===== src/rtl/icache_pkg.sv =====
// Shared state encoding, derived geometry and PC field helpers for the set-associative icache.
// The helpers return zero-extended 32-bit fields; callers slice them to the configured width.
package icache_pkg;

  localparam logic [0:0] ST_IDLE   = 1'b0;
  localparam logic [0:0] ST_REFILL = 1'b1;

  function automatic int tag_width(input int index_w, input int line_w);
    return 32 - index_w - line_w - 2;
  endfunction

  function automatic int words(input int line_w);
    return 1 << line_w;
  endfunction

  function automatic logic [31:0] pc_offset(input logic [31:0] pc, input int line_w);
    return (pc >> 2) & ((32'd1 << line_w) - 32'd1);
  endfunction

  function automatic logic [31:0] pc_index(input logic [31:0] pc, input int index_w, input int line_w);
    return (pc >> (line_w + 2)) & ((32'd1 << index_w) - 32'd1);
  endfunction

  function automatic logic [31:0] pc_tag(input logic [31:0] pc, input int index_w, input int line_w);
    return pc >> (index_w + line_w + 2);
  endfunction

endpackage


===== src/rtl/icache_way.sv =====
// One cache way: per-set valid/tag plus line data; combinational lookup, one-cycle write/set/clear.
// No backpressure; the owner sequences writes and gates them with its global enable.
module icache_way
  import icache_pkg::*;
#(
  parameter int INDEX_WIDTH = 3,
  parameter int LINE_WIDTH  = 2,
  parameter int TAG_WIDTH   = 27
) (
  input  logic                   i_clk,
  input  logic                   i_rst,
  input  logic [INDEX_WIDTH-1:0] i_rd_index,
  input  logic [LINE_WIDTH-1:0]  i_rd_offset,
  input  logic [TAG_WIDTH-1:0]   i_rd_tag,
  output logic                   o_vld,
  output logic                   o_hit,
  output logic [31:0]            o_rd_word,
  input  logic                   i_wr_en,
  input  logic [INDEX_WIDTH-1:0] i_wr_index,
  input  logic [LINE_WIDTH-1:0]  i_wr_offset,
  input  logic [31:0]            i_wr_word,
  input  logic                   i_set_vld,
  input  logic [TAG_WIDTH-1:0]   i_set_tag,
  input  logic                   i_clr_all
);

  localparam int SETS  = 1 << INDEX_WIDTH;
  localparam int WORDS = words(LINE_WIDTH);

  logic [SETS-1:0]      r_vld;
  logic [TAG_WIDTH-1:0] r_tag  [SETS];
  logic [31:0]          r_data [SETS*WORDS];

  assign o_vld     = r_vld[i_rd_index];
  assign o_hit     = o_vld && (r_tag[i_rd_index] == i_rd_tag);
  assign o_rd_word = r_data[{i_rd_index, i_rd_offset}];

  always_ff @(posedge i_clk) begin
    if (i_rst) begin
      r_vld <= '0;
    end else if (i_clr_all) begin
      r_vld <= '0;
    end else if (i_set_vld) begin
      r_vld[i_wr_index] <= 1'b1;
    end
  end

  // Tag and data storage carry no reset; valid bits alone qualify them.
  always_ff @(posedge i_clk) begin
    if (i_wr_en) begin
      r_data[{i_wr_index, i_wr_offset}] <= i_wr_word;
    end
    if (i_set_vld) begin
      r_tag[i_wr_index] <= i_set_tag;
    end
  end

endmodule


===== src/rtl/icache_assoc.sv =====
// Set-associative icache: hit -> have_result 1 cycle later; miss stalls for a full line refill
// (one word per memctrl response) with round-robin victims. ICACHE_PERF_EN adds hit/miss counters.
module icache_assoc
  import icache_pkg::*;
#(
  parameter int INDEX_WIDTH = 3,
  parameter int WAY_WIDTH   = 1,
  parameter int LINE_WIDTH  = 2
) (
  input  logic        clk,
  input  logic        rst,
  input  logic        rdy,
  input  logic        to_icache,
  input  logic [31:0] pc,
  input  logic        flush,
  output logic        have_result,
  output logic [31:0] inst,
  output logic        icache_to_memctrl,
  output logic [31:0] address,
  input  logic        memctrl_to_icache,
  input  logic [31:0] inst_in
`ifdef ICACHE_PERF_EN
  ,
  output logic [31:0] hit_cnt,
  output logic [31:0] miss_cnt
`endif
);

  localparam int TAG_WIDTH = tag_width(INDEX_WIDTH, LINE_WIDTH);
  localparam int SETS      = 1 << INDEX_WIDTH;
  localparam int WAYS      = 1 << WAY_WIDTH;
  localparam int VW        = (WAY_WIDTH > 0) ? WAY_WIDTH : 1;

  logic [31:0]            w_off_full, w_idx_full, w_tag_full;
  logic [LINE_WIDTH-1:0]  w_off;
  logic [INDEX_WIDTH-1:0] w_idx;
  logic [TAG_WIDTH-1:0]   w_tag;
  logic                   w_unused_bits;

  assign w_off_full    = pc_offset(pc, LINE_WIDTH);
  assign w_idx_full    = pc_index(pc, INDEX_WIDTH, LINE_WIDTH);
  assign w_tag_full    = pc_tag(pc, INDEX_WIDTH, LINE_WIDTH);
  assign w_off         = w_off_full[LINE_WIDTH-1:0];
  assign w_idx         = w_idx_full[INDEX_WIDTH-1:0];
  assign w_tag         = w_tag_full[TAG_WIDTH-1:0];
  assign w_unused_bits = ^{w_off_full[31:LINE_WIDTH], w_idx_full[31:INDEX_WIDTH], w_tag_full[31:TAG_WIDTH]};

  logic [0:0]             r_state;
  logic                   r_have;
  logic [31:0]            r_inst;
  logic                   r_req;
  logic [31:0]            r_addr;
  logic [LINE_WIDTH-1:0]  r_cnt;
  logic [31:0]            r_crit;
  logic [LINE_WIDTH-1:0]  r_req_off;
  logic [INDEX_WIDTH-1:0] r_req_idx;
  logic [TAG_WIDTH-1:0]   r_req_tag;
  logic [VW-1:0]          r_victim;
  logic [VW-1:0]          r_rr [SETS];

  logic [WAYS-1:0] w_vld, w_hit;
  logic [31:0]     w_word [WAYS];
  logic [31:0]     w_hit_word;
  logic            w_any_hit;
  logic [VW-1:0]   w_victim;
  logic            w_wr_en, w_last, w_set_vld, w_clr;
  logic [31:0]     w_crit_next;

  assign w_any_hit   = |w_hit;
  assign w_last      = &r_cnt;
  assign w_wr_en     = rdy && !flush && (r_state == ST_REFILL) && memctrl_to_icache;
  assign w_set_vld   = w_wr_en && w_last;
  assign w_clr       = rdy && flush;
  assign w_crit_next = (r_cnt == r_req_off) ? inst_in : r_crit;

  always_comb begin
    w_hit_word = '0;
    for (int i = 0; i < WAYS; i++) begin
      if (w_hit[i]) w_hit_word = w_hit_word | w_word[i];
    end
  end

  // An empty way always beats the round-robin choice, lowest index first.
  always_comb begin
    w_victim = r_rr[w_idx];
    for (int i = WAYS - 1; i >= 0; i--) begin
      if (!w_vld[i]) w_victim = VW'(i);
    end
  end

  for (genvar g = 0; g < WAYS; g++) begin : g_way
    icache_way #(
      .INDEX_WIDTH(INDEX_WIDTH),
      .LINE_WIDTH (LINE_WIDTH),
      .TAG_WIDTH  (TAG_WIDTH)
    ) u_way (
      .i_clk      (clk),
      .i_rst      (rst),
      .i_rd_index (w_idx),
      .i_rd_offset(w_off),
      .i_rd_tag   (w_tag),
      .o_vld      (w_vld[g]),
      .o_hit      (w_hit[g]),
      .o_rd_word  (w_word[g]),
      .i_wr_en    (w_wr_en && (r_victim == VW'(g))),
      .i_wr_index (r_req_idx),
      .i_wr_offset(r_cnt),
      .i_wr_word  (inst_in),
      .i_set_vld  (w_set_vld && (r_victim == VW'(g))),
      .i_set_tag  (r_req_tag),
      .i_clr_all  (w_clr)
    );
  end

  always_ff @(posedge clk) begin
    if (rst) begin
      r_state   <= ST_IDLE;
      r_have    <= 1'b0;
      r_inst    <= '0;
      r_req     <= 1'b0;
      r_addr    <= '0;
      r_cnt     <= '0;
      r_crit    <= '0;
      r_req_off <= '0;
      r_req_idx <= '0;
      r_req_tag <= '0;
      r_victim  <= '0;
      for (int i = 0; i < SETS; i++) r_rr[i] <= '0;
    end else if (rdy) begin
      if (flush) begin
        r_state <= ST_IDLE;
        r_have  <= 1'b0;
        r_req   <= 1'b0;
        for (int i = 0; i < SETS; i++) r_rr[i] <= '0;
      end else if (r_state == ST_IDLE) begin
        r_have <= 1'b0;
        if (to_icache && w_any_hit) begin
          r_have <= 1'b1;
          r_inst <= w_hit_word;
        end else if (to_icache) begin
          r_req_off <= w_off;
          r_req_idx <= w_idx;
          r_req_tag <= w_tag;
          r_victim  <= w_victim;
          r_req     <= 1'b1;
          r_addr    <= {w_tag, w_idx, {(LINE_WIDTH + 2){1'b0}}};
          r_cnt     <= '0;
          r_state   <= ST_REFILL;
        end
      end else if (memctrl_to_icache) begin
        r_cnt  <= r_cnt + LINE_WIDTH'(1);
        r_addr <= r_addr + 32'd4;
        r_crit <= w_crit_next;
        if (w_last) begin
          r_req   <= 1'b0;
          r_have  <= 1'b1;
          r_inst  <= w_crit_next;
          r_state <= ST_IDLE;
          r_rr[r_req_idx] <= (r_rr[r_req_idx] == VW'(WAYS - 1)) ? '0 : r_rr[r_req_idx] + VW'(1);
        end
      end
    end
  end

  assign have_result       = r_have;
  assign inst              = r_inst;
  assign icache_to_memctrl = r_req;
  assign address           = r_addr;

`ifdef ICACHE_PERF_EN
  logic [31:0] r_hit_cnt, r_miss_cnt;

  always_ff @(posedge clk) begin
    if (rst) begin
      r_hit_cnt  <= '0;
      r_miss_cnt <= '0;
    end else if (rdy && !flush && (r_state == ST_IDLE) && to_icache) begin
      if (w_any_hit) r_hit_cnt  <= r_hit_cnt + 32'd1;
      else           r_miss_cnt <= r_miss_cnt + 32'd1;
    end
  end

  assign hit_cnt  = r_hit_cnt;
  assign miss_cnt = r_miss_cnt;
`endif

endmodule


===== config.mk =====
export PLATFORM = sky130hd
export DESIGN_NAME = icache_assoc
export DESIGN_NICKNAME = d
export VERILOG_FILES = /design/src/rtl/icache_pkg.sv /design/src/rtl/icache_way.sv /design/src/rtl/icache_assoc.sv
export SDC_FILE = /design/constraint.sdc
export NUM_CORES = 2
export LEC_CHECK = 0
export CORE_MARGIN = 4
export CORE_UTILIZATION = 50
export DETAILED_ROUTE_END_ITERATION = 8
export PLACE_DENSITY = 0.66
export SLEW_MARGIN = 40
export SYNTH_ARGS = -nofsm -noshare
export SYNTH_HDL_FRONTEND = slang
export SYNTH_SLANG_ARGS = --single-unit
export TNS_END_PERCENT = 1

===== constraint.sdc =====
create_clock -name clk -period 4.6 [get_ports clk]
set_input_delay 0.92 -clock clk [delete_from_list [all_inputs] [get_ports clk]]
set_output_delay 0.92 -clock clk [all_outputs]
set_load 0.01 [all_outputs]

==> results list <==
- The final count of pins violating max slew was 0.
- Counting I/O delays and the setup requirement, the final critical path takes 3.92 ns.
- After detailed placement, the total cell area comes to 109000 um^2.
- Worst path cell trace: buf_4, buf_4, mux4_2, mux2i_1, xor2_1, nand4_1, buf_4, nor4_1, nand4_2, buf_12, buf_12, o31ai_1, buf_4, a21oi_1, a211oi_2
- After synthesis the cells add up to 102000 um^2.
- In the synthesized netlist the dominant register cell turns out to be edfxtp_1.
- Worst setup slack for register-to-register paths: 0.85 ns
- STA classifies the critical path startpoint as an input pin.
* Maximum number of pins on one net before global-route repair: 87
* GR Overflow Total: 0
* Number of violations reported at the end of detailed-routing iteration 0: 6308
- Of the cells placed in the final design, the portion with a size suffix greater than 1 is 0.224.
- From bottom edge to top edge, the die measures 459 um.
- Most instantiated library cell after synthesis: edfxtp_1
- Post-synth top cells: edfxtp_1 (2456), mux2i_1 (626), mux4_2 (366), clkbuf_1 (228), nand2_1 (193)
* Number of standard-cell rows in the floorplan: around 170
* FILL cells: 14.7k
- The final layout contains routed wiring with a total length of 268000 um.
- The tool flagged a number of max-cap violations equal to 0.
* Sequential cell area fraction in the yosys report: 0.754
* Routed length per instance: 30.9 um
- The number of setup buffers added after CTS is 0.
- DRC viols: 0
- Of the post-synthesis cell area, the dominant cell type holds 0.725.
* Worst Hold Launch: inst_in[29]
* Fraction of registers with async set/reset: 0
* Count of mapped cells out of synthesis: 5370
- For hold timing, the worst endpoint is g_way[0].u_way.r_data[20][29].
* Final Core Density: 0.582
- Wire length of the first global-routing pass: roughly 380000 um
- In this run the worst path has a maximum fanout of 22.
* Clock latency reported for the late side of the worst-skew pair: between 0.9 and 1 ns
- Finish-stage setup viols: 0
- CP max stage delay: around 0.55 ns
- Including well taps, the total number of placed cells is approximately 8k.
- The flow ran to the end, and the final reports show no timing, DRC or antenna violations.
* Number of failing hold endpoints at the final stage: 0
- Count of buffers inserted at the top-level ports: roughly 130
- Number of H-tree branching levels: 5
* Slew of the pin with the lowest slew margin: 0.884 ns
- Headroom to the max-slew limit came out at 0.410.
- Setup repair after global routing missed its margin: false
- Via count: between 50k and 60k
- # resized after CTS: 0
- Final Net Count: 5889
- VDD sags by at most 0.407 mV.
- P_leak: just under 40 nW
- The floorplan step defined a die boundary enclosing 211000 um^2.
- Between clock sinks in the finished design, the worst skew comes to 0.0502 ns.
* Crit path arrival time: 4.75 ns
- EDFF count, synth: 2456
- Based on the critical path, the design can be clocked at up to 255 MHz.
- Crit-path slowest cell: mux4_2
- Area contributors post-synth: edfxtp_1 (72%), mux4_2 (8.1%), mux2i_1 (6.2%)
- Type of the most critical hold path: in -> reg
- Crit end category: flop
- HPWL after detailed placement: approximately 150000 um
* Clock input transition at the sequential cells of the worst setup and hold paths: 0.05 ns
- Post-synthesis to final-layout area growth: 15.8%
- Final estimated routing congestion in global placement: roughly 0.85
- Critical setup path kind: in -> reg
* Summed area of non-filler cells in the final layout: 118000 um^2
* Hold path cells: 1
- Post-route setup TNS: 0 ns
- Hold repair after CTS inserted 0 buffers.
- Required @ worst endpoint: around 5.4 ns
- Of the total synthesized cell area, the portion taken by full adders, half adders and majority gates is 0.000615.
- The area fraction in compound gates after synthesis came to 0.0466.
- In this run the critical register-to-register path is launched from g_way[1].u_way.r_tag[7][14].
- The worst register-to-register path has a depth of 12.
- Die span in x: roughly 460 um
- The synthesized design contains about 2.6k register bits.
- For this run, the number of standard cells in the final layout without fillers is 8684.
- FF-to-FF End: address[21]
- Post-route ant nets: 0
* Buffer cell driving the clock tree root: clkbuf_16
* PwrDens: 422 nW/um^2
* TritonCTS clock tree: built
- Number of antenna violations at the first check in global routing: 8
- Deepest clock path buffer count: 4
- For this run, the detailed router's first-pass iteration total came to 6.
- Clock buffers created by TritonCTS: 282
* Cell type with the highest aggregate area in the netlist: edfxtp_1
- Of the total synthesized cell area, the portion taken by XOR and XNOR cells is 0.00258.
- Top-level port count: 136
- Total GRT Usage: 0.253
- Area inside the core boundary: 202000 um^2
- Via count of the first global-routing pass: ~54k
- Initial Utilization: 0.503
- Clock tree synthesis found a total of 2605 sinks.
- Multiplexer share of the synthesized area: 0.152
- Of the available clock period, the critical path in the final layout requires 0.852.
- Most prevalent standard cell on the critical path: buf_4
- Via count normalized by instance count: 6.23
- Mean post-synth cell area: 19.0 um^2
- Main combinational cell family by area after synthesis: multiplexers
- For this run, the number of Yosys warnings is 0.
* Count of unique library cells instantiated by Yosys: 64
- Share of synthesized cell area in and, or, nand and nor gates: 0.0295
- Power Total: 49.7 mW
state kept, by name, indices dropped and copies added, names as in the netlist, named ones only:
name,count
r_req_idx,3
r_state,1
inst,32
r_cnt,2
g_way.u_way.r_vld,16
g_way.u_way.r_data,2048
r_rr,8
r_victim,1
r_req_tag,25
have_result,1
icache_to_memctrl,1
r_crit,32
address,30
g_way.u_way.r_tag,400
r_req_off,2
worst max path at each step:
| stage | cells after the start | endpoint | start | slack [ns] |
|---|---|---|---|---|
| floorplan | 14 | inst[18] | pc[4] | 0.59 |
| global placement | 15 | inst[14] | pc[4] | -0.31 |
| detailed placement | 14 | inst[24] | pc[4] | -0.26 |
| CTS | 15 | inst[1] | pc[4] | 0.68 |
| global route | 15 | inst[1] | pc[4] | 0.46 |
| finish | 15 | inst[1] | pc[4] | 0.68 |
layout make-up:
cell class	instances	area (um^2)	area share
inverters	12	52.6	0.000446
multi-input cells	2421	24200	0.206
diodes	3	7.51	0.0000637
flip-flops and latches	2605	76700	0.651
well taps	2672	3340	0.0284
clock inverters	108	845	0.00717
repair buffers	492	4940	0.0419
clock buffers	371	7690	0.0653
power breakdown:
group / switching, mW / internal (mW) / total [mW]
Clock: 8.75 / 12.4 / 21.2
Sequential: 0.0620 / 25.9 / 26.0
Combinational: 1.60 / 0.945 / 2.54
Total: 10.4 / 39.3 / 49.7
per-layer routing:
metal,GRT usage,part of all wire,up-vias
met5,0,0.00013,-
met4,0.0897,0.036,6
met3,0.0478,0.088,477
met2,0.400,0.48,2439
met1,0.356,0.40,28400
li1,-,-,22800
cell families (layout without fill, tap and decap cells):
family                     after synthesis  after routing
xor gates and xnor gates                30             30
buffers and inverters                  345            983
DFF                                   2605           2605
and+or+nand+nor                        645            645
other                                    1              5
muxes                                 1075           1075
adders and majority gates                5              5
AOI/OAI and AO/OA                      664            664
worst max-delay path: cells and delay by family:
kind | cells | cell delay, ns
mux | 2 | 0.75
xor+xnor | 1 | 0.19
buf+inv | 6 | 1.42
simple gates | 3 | 0.89
compound gates | 3 | 0.53
layout by cell type (no fill, tap or decap), types with 8 or more instances in the layout:
cell type / instances
a211oi_2: 29
a21o_1: 10
a21oi_1: 178
a221oi_1: 40
a22oi_1: 169
a31oi_1: 15
a32oi_1: 10
and2_1: 8
and3_1: 53
buf_12: 83
buf_2: 33
buf_4: 275
bufinv_16: 13
clkbuf_1: 67
clkbuf_16: 289
clkbuf_8: 15
clkdlybuf4s50_1: 93
clkinv_1: 51
clkinv_2: 33
dfxtp_1: 148
edfxtp_1: 2456
inv_1: 9
mux2_2: 83
mux2i_1: 626
mux4_2: 366
nand2_1: 191
nand2b_1: 33
nand3_1: 90
nand4_1: 11
nor2_1: 80
nor2_4: 85
nor3_1: 48
o21a_1: 18
o21ai_0: 21
o221ai_1: 66
o22ai_1: 44
o31ai_1: 33
xnor2_1: 11
xor2_1: 19
stage by stage:
stage | setup slack (ns) | hold WS [ns]
floorplan | 0.590 | 0.434
global placement | -0.307 | 0.438
detailed placement | -0.262 | 0.448
CTS | 0.680 | 0.294
global route | 0.465 | 0.329
finish | 0.681 | 0.344
No activity file was read; power rests on OpenSTA's default activity.
